[src/rtl/riscvvec_vec_elem_sequencer_pkg.sv]
// Shared constants for the vector element sequencer: FSM states, ALU function
// codes and default vector geometry.
package riscvvec_VecConsts;

  localparam int MAXVL_DEF = 32;
  localparam int IDXW_DEF  = 5;
  localparam int VLW_DEF   = 6;

  typedef enum logic [1:0] {
    ST_IDLE  = 2'd0,
    ST_RUN   = 2'd1,
    ST_DRAIN = 2'd2,
    ST_DONE  = 2'd3
  } seqState_t;

  localparam logic [3:0] FN_ADD  = 4'd0;
  localparam logic [3:0] FN_SUB  = 4'd1;
  localparam logic [3:0] FN_SLL  = 4'd2;
  localparam logic [3:0] FN_OR   = 4'd3;
  localparam logic [3:0] FN_SLT  = 4'd4;
  localparam logic [3:0] FN_SLTU = 4'd5;
  localparam logic [3:0] FN_AND  = 4'd6;
  localparam logic [3:0] FN_XOR  = 4'd7;
  localparam logic [3:0] FN_NOR  = 4'd8;
  localparam logic [3:0] FN_SRL  = 4'd9;
  localparam logic [3:0] FN_SRA  = 4'd10;

  // Requested lengths beyond the register size are truncated to the register size.
  function automatic int unsigned clampVl(input int unsigned vl, input int unsigned maxvl);
    return (vl > maxvl) ? maxvl : vl;
  endfunction

endpackage

[src/rtl/riscvvec_vec_elem_sequencer_xreg.sv]
// X-stage pipeline register: holds one element's ALU operands, its element
// index and a valid bit; everything freezes while stall is high.
module riscvvec_vec_elem_xreg #(
  parameter int IDXW = 5
) (
  input  logic            clk,
  input  logic            reset,
  input  logic            i_stall,
  input  logic            i_load,
  input  logic            i_clear,
  input  logic [31:0]     i_in0,
  input  logic [31:0]     i_in1,
  input  logic [IDXW-1:0] i_idx,
  output logic [31:0]     o_in0,
  output logic [31:0]     o_in1,
  output logic [IDXW-1:0] o_idx,
  output logic            o_val
);

  logic [31:0]     r_in0;
  logic [31:0]     r_in1;
  logic [IDXW-1:0] r_idx;
  logic            r_val;

  always_ff @(posedge clk or posedge reset) begin
    if (reset) begin
      r_in0 <= '0;
      r_in1 <= '0;
      r_idx <= '0;
      r_val <= 1'b0;
    end else if (!i_stall) begin
      if (i_load) begin
        r_in0 <= i_in0;
        r_in1 <= i_in1;
        r_idx <= i_idx;
        r_val <= 1'b1;
      end else if (i_clear) begin
        r_val <= 1'b0;
      end
    end
  end

  assign o_in0 = r_in0;
  assign o_in1 = r_in1;
  assign o_idx = r_idx;
  assign o_val = r_val;

endmodule

[src/rtl/riscvvec_vec_elem_sequencer.sv]
// Vector element sequencer: accepts one vector ALU instruction, streams its
// elements VRF -> ALU one per cycle and writes each result back to vd.
module riscvvec_vec_elem_sequencer
  import riscvvec_VecConsts::*;
#(
  parameter int MAXVL = MAXVL_DEF,
  parameter int IDXW  = IDXW_DEF,
  parameter int VLW   = VLW_DEF
) (
  input  logic            clk,
  input  logic            reset,
  input  logic            req_val,
  output logic            req_rdy,
  input  logic [3:0]      req_fn,
  input  logic [4:0]      req_vs1,
  input  logic [4:0]      req_vs2,
  input  logic [4:0]      req_vd,
  input  logic [VLW-1:0]  req_vl,
  input  logic            req_vx,
  input  logic [31:0]     req_scalar,
  output logic [4:0]      rf_raddr0,
  output logic [4:0]      rf_raddr1,
  output logic [IDXW-1:0] rf_ridx,
  input  logic [31:0]     rf_rdata0,
  input  logic [31:0]     rf_rdata1,
  output logic [31:0]     alu_in0,
  output logic [31:0]     alu_in1,
  output logic [3:0]      alu_fn,
  input  logic [31:0]     alu_out,
  output logic            rf_wen,
  output logic [4:0]      rf_waddr,
  output logic [IDXW-1:0] rf_widx,
  output logic [31:0]     rf_wdata,
  input  logic            stall,
  output logic            resp_val,
  input  logic            resp_rdy
);

  seqState_t       r_state;
  logic [3:0]      r_fn;
  logic [4:0]      r_vs1;
  logic [4:0]      r_vs2;
  logic [4:0]      r_vd;
  logic            r_vx;
  logic [31:0]     r_scalar;
  logic [VLW-1:0]  r_vlEff;
  logic [IDXW:0]   r_rdIdx;
  logic            r_reqRdy;
  logic            r_respVal;

  logic [VLW-1:0]  w_vlEff;
  logic            w_accept;
  logic            w_capture;
  logic            w_lastRead;
  logic            w_drainDone;
  logic [31:0]     w_in1Sel;
  logic [31:0]     w_xIn0;
  logic [31:0]     w_xIn1;
  logic [IDXW-1:0] w_xIdx;
  logic            w_xVal;

  assign w_vlEff     = VLW'(clampVl(32'(req_vl), MAXVL));
  assign w_accept    = req_val & r_reqRdy;
  assign w_capture   = (r_state == ST_RUN) & ~stall;
  assign w_lastRead  = w_capture & (32'(r_rdIdx) == (32'(r_vlEff) - 32'd1));
  assign w_drainDone = (r_state == ST_DRAIN) & ~stall;
  assign w_in1Sel    = r_vx ? r_scalar : rf_rdata1;

  // rd_idx carries one extra bit so a full-length vector ends without wrapping.
  always_ff @(posedge clk or posedge reset) begin
    if (reset) begin
      r_state   <= ST_IDLE;
      r_fn      <= '0;
      r_vs1     <= '0;
      r_vs2     <= '0;
      r_vd      <= '0;
      r_vx      <= 1'b0;
      r_scalar  <= '0;
      r_vlEff   <= '0;
      r_rdIdx   <= '0;
      r_reqRdy  <= 1'b1;
      r_respVal <= 1'b0;
    end else begin
      case (r_state)
        ST_IDLE: begin
          if (w_accept) begin
            r_fn     <= req_fn;
            r_vs1    <= req_vs1;
            r_vs2    <= req_vs2;
            r_vd     <= req_vd;
            r_vx     <= req_vx;
            r_scalar <= req_scalar;
            r_vlEff  <= w_vlEff;
            r_rdIdx  <= '0;
            r_reqRdy <= 1'b0;
            if (w_vlEff == '0) begin
              r_state   <= ST_DONE;
              r_respVal <= 1'b1;
            end else begin
              r_state <= ST_RUN;
            end
          end
        end
        ST_RUN: begin
          if (w_capture) begin
            r_rdIdx <= r_rdIdx + 1'b1;
            if (w_lastRead) r_state <= ST_DRAIN;
          end
        end
        ST_DRAIN: begin
          if (w_drainDone) begin
            r_state   <= ST_DONE;
            r_respVal <= 1'b1;
          end
        end
        ST_DONE: begin
          if (resp_rdy) begin
            r_state   <= ST_IDLE;
            r_respVal <= 1'b0;
            r_reqRdy  <= 1'b1;
          end
        end
        default: r_state <= ST_IDLE;
      endcase
    end
  end

  riscvvec_vec_elem_xreg #(.IDXW(IDXW)) u_xreg (
    .clk     (clk),
    .reset   (reset),
    .i_stall (stall),
    .i_load  (w_capture),
    .i_clear (w_drainDone),
    .i_in0   (rf_rdata0),
    .i_in1   (w_in1Sel),
    .i_idx   (r_rdIdx[IDXW-1:0]),
    .o_in0   (w_xIn0),
    .o_in1   (w_xIn1),
    .o_idx   (w_xIdx),
    .o_val   (w_xVal)
  );

  assign req_rdy   = r_reqRdy;
  assign resp_val  = r_respVal;
  assign rf_raddr0 = r_vs1;
  assign rf_raddr1 = r_vs2;
  assign rf_ridx   = r_rdIdx[IDXW-1:0];
  assign alu_in0   = w_xIn0;
  assign alu_in1   = w_xIn1;
  assign alu_fn    = r_fn;
  assign rf_wen    = w_xVal & ~stall;
  assign rf_waddr  = r_vd;
  assign rf_widx   = w_xIdx;
  assign rf_wdata  = alu_out;

endmodule

[config.mk]
export PLATFORM = sky130hd
export DESIGN_NAME = riscvvec_vec_elem_sequencer
export DESIGN_NICKNAME = d
export VERILOG_FILES = /design/src/rtl/riscvvec_vec_elem_sequencer_pkg.sv /design/src/rtl/riscvvec_vec_elem_sequencer_xreg.sv /design/src/rtl/riscvvec_vec_elem_sequencer.sv
export SDC_FILE = /design/constraint.sdc
export NUM_CORES = 1
export LEC_CHECK = 0
export ABC_AREA = 1
export CAP_MARGIN = 20
export CORE_MARGIN = 8
export CORE_UTILIZATION = 39
export CTS_CLUSTER_DIAMETER = 200
export DETAILED_ROUTE_END_ITERATION = 12
export GPL_ROUTABILITY_DRIVEN = 0
export PLACE_DENSITY = 0.77
export SYNTH_ARGS = -nofsm -noshare
export SYNTH_HDL_FRONTEND = slang
export SYNTH_HIERARCHICAL = 1
export SYNTH_SLANG_ARGS = --single-unit
[constraint.sdc]
create_clock -name clk -period 2.05 [get_ports clk]
set_input_delay 0.3075 -clock clk [delete_from_list [all_inputs] [get_ports clk]]
set_output_delay 0.3075 -clock clk [all_outputs]
set_load 0.01 [all_outputs]
# == Yosys cells after proc, flatten, opt, wreduce, memory -nomap -nowiden ==
# Cells that the tools add are included.
# totals
register_bits,138
wordCells,69
latch_bits,0
memories,0
ram_bits,0
rom_bits,0
# classes
n_reduce_logical,13
n_eq_ne,10
muxes,22
magnitude_cmp,1
n_mul,0
add_sub_neg,2
shifts,0
div_mod_pow,0
bitwise,6
# ops
cell,count
$eq A6 B32 Y1,1
$mux W32,1
$mux W6,3
$mux W2,6
$pmux W6 S2,1
$ne A2 B2 Y1 const B,5
$reduce_and A5 Y1,2
$mux W1,8
$pmux W2 S4,1
$sub A6 B1 Y7 const B,1
$add A6 B1 Y6 const B,1
$gt A6 B6 Y1 const B,1
$logic_not A6 Y1,1
$reduce_and A2 Y1,3
$reduce_and A3 Y1,2
$reduce_bool A2 Y1,3
$and A1 B1 Y1,5
$eq A2 B2 Y1 const B,2
$pmux W1 S3,1
$reduce_bool A3 Y1,1
$eq A2 B1 Y1 const B,1
$logic_not A2 Y1,1
$ne A2 B1 Y1 const B,1
$pmux W1 S2,1
$not A1 Y1,1

# == Longest topological paths before layout ==
# logic_depth
word_depth,6
mapped_depth,14
ltp_nobuf,14

# == Cells and area by module ==
# The synthesis kept the hierarchy.
# by_module_without_submodules
mod,seq_area_each_um2,cells_per_inst,instances,area_each_um2
riscvvec_vec_elem_sequencer,1702.9,457,1,3727.3
riscvvec_vec_elem_xreg,1751.7,305,1,3034.2

# == Worst setup path after synthesis ==
# No wires, ideal clock.
# synth_timing
path_type,register to register
startpoint,reg r_state[1]
endpoint,reg r_state[0]
t_required_ns,1.933
stages_incl_launch_ff,14
synth_period_minus_slack_ns,1.567
slack_ns,0.483
n_path_buf,0
t_arrival_ns,1.450
setup_ns,0.117
cell_sequence,dfrtp_1 inv_1 ha_1 inv_2 nor2_4 nand3_1 nor2_1 nand2_1 nor2_1 nand2_1 nand2_1 nand2_1 nand2_1 nand2_1
# synth_between
elab_chain_len,5
elab_cells_between_ends,14
classes_between,8 x eq/ne; 1 x mux; 3 x bitwise; 2 x reduce/logical
# synth_lines
element,line,source
from (decl),riscvvec_vec_elem_sequencer.sv:39,seqState_t r_state;
from (signal assigned),riscvvec_vec_elem_sequencer.sv:72,r_state <= ST_IDLE;
from (signal assigned),riscvvec_vec_elem_sequencer.sv:97,r_state <= ST_DONE;
from (signal assigned),riscvvec_vec_elem_sequencer.sv:100,r_state <= ST_RUN;
$eq A2 B1 Y1 *,riscvvec_vec_elem_sequencer.sv:64,assign w_capture = (r_state == ST_RUN) & ~stall;
$and A1 B1 Y1 *,riscvvec_vec_elem_sequencer.sv:64,
net w_capture,riscvvec_vec_elem_sequencer.sv:53,logic w_capture;
$and A1 B1 Y1,riscvvec_vec_elem_sequencer.sv:65,assign w_lastRead = w_capture & (32'(r_rdIdx) == (32'(r_vlEff) - 32'd1));
$ne A2 B2 Y1 (no line),-,
$reduce_and A5 Y1 (no line) *,-,
# Mark *: on every way through the listed nets, which the timed path passes. The rest lies on a longest branch.
# A chain may end at the register's enable or synchronous reset.

# == Final worst setup path ==
# layout_timing
startpoint,in stall
endpoint,out rf_wen
# layout_between
elab_chain_len,2
# layout_lines
element,line,source
from (decl),riscvvec_vec_elem_sequencer.sv:34,"input logic stall,"
$not A1 Y1 (no line),-,
$and A1 B1 Y1,riscvvec_vec_elem_sequencer.sv:151,assign rf_wen = w_xVal & ~stall;
to (decl),riscvvec_vec_elem_sequencer.sv:30,"output logic rf_wen,"
# Every way passes these cells.

==> results_dict.tcl <==
set metrics [dict create \
    startpoint_type "input pin" \
    syn_area_mm2 0.00676 \
    timing.rr.end "u_xreg/o_in1[29]" \
    cts_buffers 17 \
    cts_max_level 4 \
    fin_crit_sh_pct 94.2 \
    core_area_mm2 0.0171 \
    die_w_um 148 \
    drv_cap 0 \
    pwr_density_cell_mw_per_mm2 1420 \
    boundaryPins 287 \
    ir_worst_vdd_v 0.000631 \
    tightest_slew_ps 438 \
    critPathMaxStageDelay_ps 600 \
    overflow 0 \
    diodes 0 \
    synth_fp_nets 928 \
    drt_iter0_markers 293 \
    synth-seq-cells 138 \
    vias 5636 \
    crit_arrival_ps 1620 \
    clockBufferDepth 2 \
    crit_fanout 5 \
    synthCells 762 \
    crit_start "stall" \
    r2r_cells 9 \
    path_cells "clkdlybuf4s50_1 > nor2_1 > clkdlybuf4s50_1" \
    port-buffer-count 222 \
    start_util_pct 39.5 \
    outcome "complete, no violations" \
    grt_antenna_before_repair 0 \
    place_hpwl_mm 13.7 \
    clock_skew_ps 10.1 \
    rsz0062_at_grt "no" \
    grtUsageTotal_pct 17.8 \
    clock_latency_ps 420 \
    hold_class "input pin to async pin" \
    die-height_um 148 \
    worstPathRequired_ps 1740 \
    hold_violations 0 \
    r2r_start "r_state[1]" \
    cts_root_buf "clkbuf_16" \
    dieArea_mm2 0.0218 \
    slew_viol_final 0 \
    firstDrtPassIters 4 \
    ys_types 32 \
    worst_path_most_repeated_cell "clkdlybuf4s50_1" \
    path_clk_slew_ps 60 \
    grt_pass1_wl_mm 30.7 \
    yosysSeqAreaShare_pct 51.1 \
    slew_headroom_pct 70.8 \
    wl_per_cell_um 16.3 \
    crit_slowest_cell "clkdlybuf4s50_1" \
    max_freq_ghz 0.518 \
    r2r_setup_slack_ps 130 \
    cts_tree "yes" \
    finalCriticalPeriod_ps 1930 \
    area.growth.synth_to_final_pct 40.4 \
    fin_setup_tns_ps 0 \
    drive_gt1_share_pct 15.0 \
    layout.nets 1109 \
    finalSetupViolations 0 \
    grt_pass1_vias 5811 \
    cts.sinks 138 \
    routed_via_density 4.77 \
    grt_max_degree 69 \
    num_rows 48 \
    yosysWarnings 6 \
    p_total_w 0.0135 \
    postSynthAreaPerCell_um2 8.87 \
    leakage_nw 4.54 \
    criticalPathCategory "input pin to output pin" \
    wl_mm 19.3 \
    ant_nets 0 \
    drcViolationCount 0 \
    end_kind "output pin" \
    fillers 1546 \
]
## cells by family after synthesis
group | Yosys count | share of synthesized area [%]
and+or+nand+nor | 452 | 29.6
DFF | 138 | 51.1
buffers and inverters | 110 | 10.6
muxes | 32 | 5.33
AOI/OAI and AO/OA | 20 | 1.63
adders and majority gates | 7 | 1.30
xor gates and xnor gates | 3 | 0.389
## state kept, by name, indices dropped and copies added (netlist names), 4 cells and up
signal	cells
r_rdIdx	6
u_xreg/o_in0	32
rf_raddr1	5
r_scalar	32
r_vlEff	6
rf_raddr0	5
alu_fn	4
u_xreg/o_in1	32
rf_waddr	5
u_xreg/o_idx	5
## area by class of cell
type / count / area [µm²] / share of cell area [%]
timing repair buffer: 237 / 2450 / 25.8
inverter: 35 / 135 / 1.42
clock buffer: 19 / 433 / 4.56
tap: 225 / 282 / 2.97
sequential: 138 / 3460 / 36.4
multi-input combinational: 514 / 2600 / 27.4
clock inverter: 13 / 141 / 1.49
## what timing repair did
item / 4_1_cts / 5_1_grt
setup endpoints to repair: 0 / 54
setup buffers: 0 / 0
gates resized for setup: 0 / 1
hold buffers: 0 / 0
## critical path, delay by kind of cell
kind                   cells  cell delay [ps]
buffers and inverters      2             1150
AND/OR/NAND/NOR            1              160
## power breakdown
| group | switching (W) | internal [W] |
|---|---|---|
| logic | 0.00269 | 0.00292 |
| clock network | 0.00121 | 0.00180 |
| registers | 0.000865 | 0.00398 |
## stage by stage
step	std cells	hold slack (ps)	cell area (µm²)	setup WS [ps]	util [%]
floorplan	762	424	6770	32.6	-
global placement	1149	448	8910	88.3	52.1
detailed placement	1149	453	8910	78.6	52.1
CTS	1181	260	9490	61.1	55.4
global route	1181	279	9490	0.464	55.4
finish	1181	263	9490	119	55.4
## routing by layer
layer	up-vias	global-route usage [%]	wire length, µm
met5	-	0	0
met4	0	7.65	456
met3	33	6.30	1610
met2	214	29.4	9190
met1	2661	20.4	8010
li1	2728	-	-
## synth_stat cells (all sizes together)
library cell	n	share of area, %
and3	1	0.093
ha	7	1.3
xor2	2	0.26
o22ai	1	0.093
a21oi	3	0.28
dfstp	1	0.39
xnor2	1	0.13
dfrtp	137	51
o21ai	15	1.2
nand2	345	21
nand3	87	7.2
a31oi	1	0.093
nor3	1	0.15
nand4	2	0.19
mux2	32	5.3
nor2	15	1.1
inv	35	1.9
clkbuf	3	0.22
buf	72	8.5
nor4	1	0.093
## worst max-delay path by stage
stage                                  end  slack (ps)  cells past startpoint
after global placement              rf_wen          90                      3
final                               rf_wen         120                      3
after floorplan                  alu_fn[0]          30                      1
after detailed placement  u_xreg/o_in0[29]          80                      7
after CTS                 u_xreg/o_in1[29]          60                      9
after global routing      u_xreg/o_in0[23]         0.5                      9
## placed cells by master (no fill, tap or decap), types with 6 or more instances in the layout
cell type	Yosys	layout
dfrtp_1	137	136
inv_1	30	28
clkbuf_16	0	17
o21ai_0	13	13
ha_1	7	6
nand2_2	40	40
nand3_2	10	10
clkdlybuf4s50_1	0	222
buf_4	39	6
buf_12	6	9
nand3_1	77	77
mux2_2	32	32
nor2_1	13	13
inv_2	5	6
nand2_1	304	304
Note: power is estimated with default switching activity, not from simulation.
